`config.mk`:
```
export PLATFORM = sky130hd
export DESIGN_NAME = sottrattore_seriale_flat
export DESIGN_NICKNAME = d
export VERILOG_FILES = /design/src/rtl/sottrattore_seriale_if.sv /design/src/rtl/sottrattore_seriale.sv /design/src/flat_wrapper.sv
export SDC_FILE = /design/constraint.sdc
export NUM_CORES = 1
export LEC_CHECK = 0
export BUFFER_PORTS_ARGS = -buffer_cell sky130_fd_sc_hd__buf_2
export CORE_MARGIN = 3
export CORE_UTILIZATION = 40
export DETAILED_ROUTE_END_ITERATION = 8
export GPL_TIMING_DRIVEN = 0
export PLACE_DENSITY = 0.73
export SYNTH_ARGS = -nofsm -noshare
export SYNTH_HDL_FRONTEND = slang
export SYNTH_SLANG_ARGS = --single-unit
```
`constraint.sdc`:
```
create_clock -name clock -period 1.8 [get_ports clock]
set_input_delay 0.09 -clock clock [delete_from_list [all_inputs] [get_ports clock]]
set_output_delay 0.09 -clock clock [all_outputs]
set_load 0.01 [all_outputs]
```
`src/rtl/sottrattore_seriale_if.sv`:
```
// Handshake/operand bundle for sottrattore_seriale.
// The overflow signal exists only when SOTT_OVERFLOW_EN is defined.
interface sottrattore_seriale_if #(
  parameter int unsigned N = 8
);
  logic         start;
  logic [N-1:0] x1;
  logic [N-1:0] x2;
  logic         busy;
  logic         done;
  logic [N-1:0] differenza;
  logic         prestito;
`ifdef SOTT_OVERFLOW_EN
  logic         overflow;

  modport master (output start, x1, x2,
                  input  busy, done, differenza, prestito, overflow);
  modport slave  (input  start, x1, x2,
                  output busy, done, differenza, prestito, overflow);
`else
  modport master (output start, x1, x2,
                  input  busy, done, differenza, prestito);
  modport slave  (input  start, x1, x2,
                  output busy, done, differenza, prestito);
`endif
endinterface

```
`src/rtl/sottrattore_seriale.sv`:
```
// Bit-serial N-bit subtractor (x1 - x2), LSB first, one bit per clock.
// Optional two's-complement overflow flag enabled by SOTT_OVERFLOW_EN.
module sottrattore_seriale #(
  parameter int unsigned N = 8
) (
  input  logic                    clock,
  input  logic                    reset,
  sottrattore_seriale_if.slave    bus
);

  localparam int unsigned CW = $clog2(N);

  typedef enum logic [1:0] {IDLE, CALC, FINE} state_t;

  state_t        state_q, state_d;
  logic [N-1:0]  a_q, a_d, b_q, b_d;
  logic [N-1:0]  res_q, res_d;
  logic [N-1:0]  diff_q, diff_d;
  logic [CW-1:0] cnt_q, cnt_d;
  logic          r_q, r_d;
  logic          pre_q, pre_d;
  logic          busy_q, busy_d;
  logic          done_q, done_d;
  logic          bit_d, borrow;
`ifdef SOTT_OVERFLOW_EN
  logic          x1m_q, x1m_d, x2m_q, x2m_d;
  logic          ovf_q, ovf_d;
`endif

  // Full-subtractor cell on the current LSBs and the held borrow
  always_comb begin
    bit_d  = a_q[0] ^ b_q[0] ^ r_q;
    borrow = (~a_q[0] & b_q[0]) | (~a_q[0] & r_q) | (b_q[0] & r_q);
  end

  always_comb begin
    state_d = state_q;
    a_d     = a_q;
    b_d     = b_q;
    res_d   = res_q;
    diff_d  = diff_q;
    cnt_d   = cnt_q;
    r_d     = r_q;
    pre_d   = pre_q;
    done_d  = 1'b0;
`ifdef SOTT_OVERFLOW_EN
    x1m_d   = x1m_q;
    x2m_d   = x2m_q;
    ovf_d   = ovf_q;
`endif
    case (state_q)
      IDLE: begin
        if (bus.start) begin
          a_d     = bus.x1;
          b_d     = bus.x2;
          res_d   = '0;
          r_d     = 1'b0;
          cnt_d   = '0;
          diff_d  = '0;
          pre_d   = 1'b0;
`ifdef SOTT_OVERFLOW_EN
          x1m_d   = bus.x1[N-1];
          x2m_d   = bus.x2[N-1];
          ovf_d   = 1'b0;
`endif
          state_d = CALC;
        end
      end
      CALC: begin
        r_d   = borrow;
        a_d   = {1'b0, a_q[N-1:1]};
        b_d   = {1'b0, b_q[N-1:1]};
        res_d = {bit_d, res_q[N-1:1]};
        cnt_d = cnt_q + CW'(1);
        if (cnt_q == CW'(N - 1)) state_d = FINE;
      end
      FINE: begin
        // Result is published one edge after FINE so every output stays registered
        done_d  = 1'b1;
        diff_d  = res_q;
        pre_d   = r_q;
`ifdef SOTT_OVERFLOW_EN
        ovf_d   = (x1m_q != x2m_q) && (res_q[N-1] != x1m_q);
`endif
        state_d = IDLE;
      end
      default: state_d = IDLE;
    endcase
    busy_d = (state_d != IDLE);
  end

  always_ff @(posedge clock) begin
    if (reset) begin
      state_q <= IDLE;
      a_q     <= '0;
      b_q     <= '0;
      res_q   <= '0;
      diff_q  <= '0;
      cnt_q   <= '0;
      r_q     <= 1'b0;
      pre_q   <= 1'b0;
      busy_q  <= 1'b0;
      done_q  <= 1'b0;
`ifdef SOTT_OVERFLOW_EN
      x1m_q   <= 1'b0;
      x2m_q   <= 1'b0;
      ovf_q   <= 1'b0;
`endif
    end else begin
      state_q <= state_d;
      a_q     <= a_d;
      b_q     <= b_d;
      res_q   <= res_d;
      diff_q  <= diff_d;
      cnt_q   <= cnt_d;
      r_q     <= r_d;
      pre_q   <= pre_d;
      busy_q  <= busy_d;
      done_q  <= done_d;
`ifdef SOTT_OVERFLOW_EN
      x1m_q   <= x1m_d;
      x2m_q   <= x2m_d;
      ovf_q   <= ovf_d;
`endif
    end
  end

  assign bus.busy       = busy_q;
  assign bus.done       = done_q;
  assign bus.differenza = diff_q;
  assign bus.prestito   = pre_q;
`ifdef SOTT_OVERFLOW_EN
  assign bus.overflow   = ovf_q;
`endif

endmodule

```
`src/flat_wrapper.sv`:
```
// flat-port wrapper written by rule: the top's interface ports become plain ports
module sottrattore_seriale_flat 
#(
  parameter int unsigned N = 8
)
  (clock, reset, bus_start, bus_x1, bus_x2, bus_busy, bus_done, bus_differenza, bus_prestito);
  sottrattore_seriale_if #(.N(N)) bus_i ();
  input  logic clock;
  input  logic reset;
  input wire logic [$bits(bus_i.start)-1:0] bus_start;
  input wire logic [$bits(bus_i.x1)-1:0] bus_x1;
  input wire logic [$bits(bus_i.x2)-1:0] bus_x2;
  output wire logic [$bits(bus_i.busy)-1:0] bus_busy;
  output wire logic [$bits(bus_i.done)-1:0] bus_done;
  output wire logic [$bits(bus_i.differenza)-1:0] bus_differenza;
  output wire logic [$bits(bus_i.prestito)-1:0] bus_prestito;
  assign bus_i.start = bus_start;
  assign bus_i.x1 = bus_x1;
  assign bus_i.x2 = bus_x2;
  assign bus_busy = bus_i.busy;
  assign bus_done = bus_i.done;
  assign bus_differenza = bus_i.differenza;
  assign bus_prestito = bus_i.prestito;
  sottrattore_seriale #(.N(N)) u_core (.clock(clock), .reset(reset), .bus(bus_i));
endmodule
```
==> report_table.html <==
<table>
<tr><th>Metric</th><th>Value</th></tr>
<tr><th colspan="2">Worst setup path</th></tr>
<tr><td>Startpoint Class</td><td>register</td></tr>
<tr><td>Arrival @ worst endpoint</td><td>1.46 ns</td></tr>
<tr><td>Cell with the biggest individual delay on the critical path</td><td>sky130_fd_sc_hd__dfxtp_1</td></tr>
<tr><td>Series of cell instances along the critical path</td><td>buf_6, nor2b_1, buf_2, a222oi_1</td></tr>
<tr><td>Crit. End Element</td><td>register</td></tr>
<tr><td>Longest individual stage delay on the worst path</td><td>0.32 ns</td></tr>
<tr><td>Max Fanout on Critical Path</td><td>10</td></tr>
<tr><td>Type of the worst setup path</td><td>reg -&gt; reg</td></tr>
<tr><td>WP data required</td><td>1.95 ns</td></tr>
<tr><th colspan="2">Timing</th></tr>
<tr><td>Slew at the pin closest to its max-slew limit</td><td>0.468 ns</td></tr>
<tr><td>Max frequency</td><td>764 MHz</td></tr>
<tr><td>Final worst clock skew</td><td>0.00678 ns</td></tr>
<tr><td>Period Utilization, post-route</td><td>72.7%</td></tr>
<tr><td>Setup repair after global routing missed its margin</td><td>no</td></tr>
<tr><td>Count of pins over their slew limit</td><td>0</td></tr>
<tr><td>Final sum of negative setup slack</td><td>0 ns</td></tr>
<tr><td>Final critical-path required period</td><td>1.31 ns</td></tr>
<tr><td>Remaining max-slew budget at the tightest pin</td><td>68.8%</td></tr>
<tr><td>Final hold violation count</td><td>0</td></tr>
<tr><td>Total setup violations reported at the end of the flow</td><td>0</td></tr>
<tr><th colspan="2">Route</th></tr>
<tr><td>Post-detailed-route count of antenna-violating nets</td><td>0</td></tr>
<tr><td>Via count of the routed design</td><td>1264</td></tr>
<tr><td>Total Wirelength</td><td>3130 µm</td></tr>
<tr><td>Vias/cell</td><td>5.33</td></tr>
<tr><td>Routed wire per std cell</td><td>13.2 µm</td></tr>
<tr><td>Met1 routed wirelength after detailed routing</td><td>1490 µm</td></tr>
<tr><td>DR WL met2</td><td>1440 µm</td></tr>
<tr><td>Top layer reached by signal wires</td><td>met4</td></tr>
<tr><td>Residual DRC</td><td>0</td></tr>
<tr><td>First-pass DRT Iterations</td><td>5</td></tr>
<tr><td>Initial DRC Count</td><td>134</td></tr>
<tr><td>Detailed route wirelength on metal3</td><td>145 µm</td></tr>
<tr><th colspan="2">Clock tree</th></tr>
<tr><td>Clock tree from TritonCTS</td><td>built</td></tr>
<tr><td>Skew-Pair Late Insertion Delay</td><td>0.29 ns</td></tr>
<tr><td>Num CTS Buffers</td><td>5</td></tr>
<tr><td>Clock Path Buffers</td><td>2</td></tr>
<tr><td>Number of buffers inserted for hold repair after clock tree synthesis</td><td>0</td></tr>
<tr><td>Cell at the root of the clock tree</td><td>sky130_fd_sc_hd__clkbuf_8</td></tr>
<tr><td># clock sinks</td><td>41</td></tr>
<tr><td>Post-CTS setup repair buffer count</td><td>0</td></tr>
<tr><td># resized after CTS</td><td>0</td></tr>
<tr><td>Clock transition time at the flip-flop clock pins of the worst setup and hold paths</td><td>0.08 ns</td></tr>
<tr><td>Number of H-tree levels</td><td>2</td></tr>
<tr><th colspan="2">Pwr</th></tr>
<tr><td>Part of the total power dissipated in the clock network</td><td>39.5%</td></tr>
<tr><td>Ratio of total power to cell area</td><td>993 nW/µm²</td></tr>
<tr><td>Total net switching power</td><td>0.000442 W</td></tr>
<tr><td>Power share of the combinational group</td><td>10.1%</td></tr>
<tr><td>Static Leakage</td><td>0.841 nW</td></tr>
<tr><td>Switching Fraction</td><td>22.7%</td></tr>
<tr><td>Worst vdd rail ir drop</td><td>0.000373 V</td></tr>
<tr><td>Power Internal</td><td>0.00150 W</td></tr>
<tr><td>Sequential cell fraction of total power</td><td>50.5%</td></tr>
<tr><td>Power consumption</td><td>0.00194 W</td></tr>
<tr><th colspan="2">Logic synthesis</th></tr>
<tr><td>Synth top area share</td><td>50.4%</td></tr>
<tr><td>Syn_area_per_cell</td><td>10.7 µm²</td></tr>
<tr><td>Count of mapped cells out of synthesis</td><td>152</td></tr>
<tr><td>Cell accounting for the most synthesized area</td><td>sky130_fd_sc_hd__dfxtp_1</td></tr>
<tr><td>Syn Nets</td><td>174</td></tr>
<tr><td>Library cells used by synthesis</td><td>26</td></tr>
<tr><td>Combined area of all synthesized cells</td><td>1630 µm²</td></tr>
<tr><td>Flip-flop and latch count after synthesis</td><td>41</td></tr>
<tr><td>Proportion of synthesized chip area in sequential cells</td><td>50.4%</td></tr>
<tr><td>Cell types with the largest area share after synthesis</td><td>sky130_fd_sc_hd__dfxtp_1 (50%), sky130_fd_sc_hd__a22o_1 (11%), sky130_fd_sc_hd__a222oi_1 (8.6%)</td></tr>
<tr><td>Count of yosys warnings during synthesis</td><td>0</td></tr>
<tr><th colspan="2">Global route</th></tr>
<tr><td>Largest net degree at the start of global routing</td><td>14</td></tr>
<tr><td>Global-route wire length before repair</td><td>5140 µm</td></tr>
<tr><td>GRT Overall Usage</td><td>13.3%</td></tr>
<tr><td>Initial antenna violation count</td><td>0</td></tr>
<tr><td>Remaining global-route overflow</td><td>0</td></tr>
<tr><td>Via count of the first global-routing pass</td><td>1140</td></tr>
<tr><th colspan="2">Floorplanning</th></tr>
<tr><td>Number of placed I/O pins</td><td>30</td></tr>
<tr><td>Effective utilization at floorplan</td><td>42.9%</td></tr>
<tr><td>Total Die Area</td><td>4870 µm²</td></tr>
<tr><td>Width of the die</td><td>69.8 µm</td></tr>
<tr><td>Y dimension of the die</td><td>69.8 µm</td></tr>
<tr><td>Core region area</td><td>3800 µm²</td></tr>
<tr><td>Std cell rows</td><td>22</td></tr>
<tr><th colspan="2">Final layout</th></tr>
<tr><td>FILL cells</td><td>356</td></tr>
<tr><td>Commonest cells after routing, fill and taps aside</td><td>sky130_fd_sc_hd__dfxtp_1 (41), sky130_fd_sc_hd__buf_2 (33), sky130_fd_sc_hd__nor2_1 (30)</td></tr>
<tr><td>Synthesis-to-finish area growth</td><td>20.0%</td></tr>
<tr><td>Share of cells above drive strength 1</td><td>29.1%</td></tr>
<tr><td>Net count of the finished layout</td><td>210</td></tr>
<tr><td>Leading cell type in the layout, fill and taps excluded</td><td>sky130_fd_sc_hd__dfxtp_1</td></tr>
<tr><td>Post-route standard cell area excluding fillers</td><td>1950 µm²</td></tr>
<tr><td>Final antenna diode count</td><td>0</td></tr>
<tr><th colspan="2">Placement</th></tr>
<tr><td>Count of input and output buffers</td><td>29</td></tr>
<tr><td>Cell Area, Placed</td><td>1830 µm²</td></tr>
<tr><td>Final weighted congestion in routability-driven placement</td><td>0.688</td></tr>
<tr><td>Detailed-placement wirelength estimate</td><td>2150 µm</td></tr>
<tr><th colspan="2">Flow run</th></tr>
<tr><td># Max-Cap Violations</td><td>0</td></tr>
<tr><th colspan="2">Min path</th></tr>
<tr><td>Worst min path class</td><td>in -&gt; reg</td></tr>
<tr><th colspan="2">Outcome</th></tr>
<tr><td>Outcome</td><td>complete, no violations</td></tr>
</table>
[worst paths after layout]
kind                       startpoint                  end  slack, ns  depth (start not counted)
setup / recovery    u_core.state_q[1]        u_core.b_q[6]       0.49                          4
hold / removal              bus_x1[7]        u_core.a_q[7]       0.05                          3
setup reg to reg    u_core.state_q[1]        u_core.b_q[6]       0.49                          4
hold reg to reg   u_core.bus.prestito  u_core.bus.prestito       0.47                          1
[state kept, by name, summed over array words and instances, names as in the netlist]
| name | cells |
|---|---|
| u_core.cnt_q | 3 |
| u_core.bus.done | 1 |
| u_core.r_q | 1 |
| u_core.bus.busy | 1 |
| u_core.res_q | 8 |
| u_core.state_q | 2 |
| u_core.bus.prestito | 1 |
| u_core.b_q | 8 |
| u_core.bus.differenza | 8 |
| u_core.a_q | 8 |
[worst max-delay path: cells and delay by family, from the launching register on]
family	cells	cell delay, ns
buffers and inverters	2	0.43
DFF	1	0.32
and+or+nand+nor	1	0.27
AOI/OAI and AO/OA	1	0.14
[logic make-up after synthesis]
kind of cell             Yosys count  share of synthesized area, %
buffers and inverters             15                          6.07
multiplexers                       1                         0.691
AO/OA/AOI/OAI                     40                          22.9
adder cells (fa/ha/maj)            3                          2.76
AND/OR/NAND/NOR                   52                          17.2
flip-flops                        41                          50.4
[cell type report]
type	instances	area, µm²	share of cell area [%]
Buffer	12	87.6	4.48
Multi-Input combinational cell	96	709	36.3
Inverter	3	11.3	0.576
Tap cell	48	60.1	3.07
Timing Repair Buffer	29	145	7.43
Clock inverter	2	37.5	1.92
Sequential cell	41	821	42.0
Clock buffer	6	82.6	4.23
[synth_stat cells]
library cell,n
sky130_fd_sc_hd__nor2_1,30
sky130_fd_sc_hd__buf_4,2
sky130_fd_sc_hd__and3_1,1
sky130_fd_sc_hd__nor3b_4,1
sky130_fd_sc_hd__dfxtp_1,41
sky130_fd_sc_hd__nor3b_1,1
sky130_fd_sc_hd__nor2b_2,1
sky130_fd_sc_hd__nand2b_1,14
sky130_fd_sc_hd__a22o_1,20
sky130_fd_sc_hd__mux2_2,1
sky130_fd_sc_hd__buf_6,4
sky130_fd_sc_hd__and2_1,1
sky130_fd_sc_hd__nor2_8,1
sky130_fd_sc_hd__buf_2,4
sky130_fd_sc_hd__clkbuf_1,2
sky130_fd_sc_hd__fa_1,1
sky130_fd_sc_hd__a22oi_1,2
sky130_fd_sc_hd__o21ba_2,1
sky130_fd_sc_hd__a21oi_1,1
sky130_fd_sc_hd__nor2b_1,1
sky130_fd_sc_hd__ha_1,2
sky130_fd_sc_hd__o21ai_4,1
sky130_fd_sc_hd__inv_1,3
sky130_fd_sc_hd__a222oi_1,14
sky130_fd_sc_hd__nor2_2,1
sky130_fd_sc_hd__o21bai_2,1
[power by group through the flow]
stage	registers (W)	logic [W]	clock network (W)
finish	0.000979	0.000196	0.000766
floorplan	0.000995	0.000141	0
global placement	0.000999	0.000194	0
CTS	0.000979	0.000198	0.000774
global route	0.000987	0.000221	0.000821
detailed placement	0.00100	0.000195	0
[per-layer routing]
layer / GRT usage [%] / up-vias
met1: 17.8 / 604
met5: 0 / -
met3: 4.35 / 4
met4: 6.17 / 0
li1: - / 631
met2: 19.1 / 25
[per-stage QoR]
stage	hold slack, ns	std cells	setup slack, ns	util, %
after floorplan	0.238	152	0.630	-
after global placement	0.336	229	0.529	48.3
after detailed placement	0.347	229	0.539	48.3
after CTS	0.0462	237	0.458	51.4
after global routing	0.0762	237	0.332	51.4
final	0.0512	237	0.491	51.4
(Power assumes the default switching activity.)
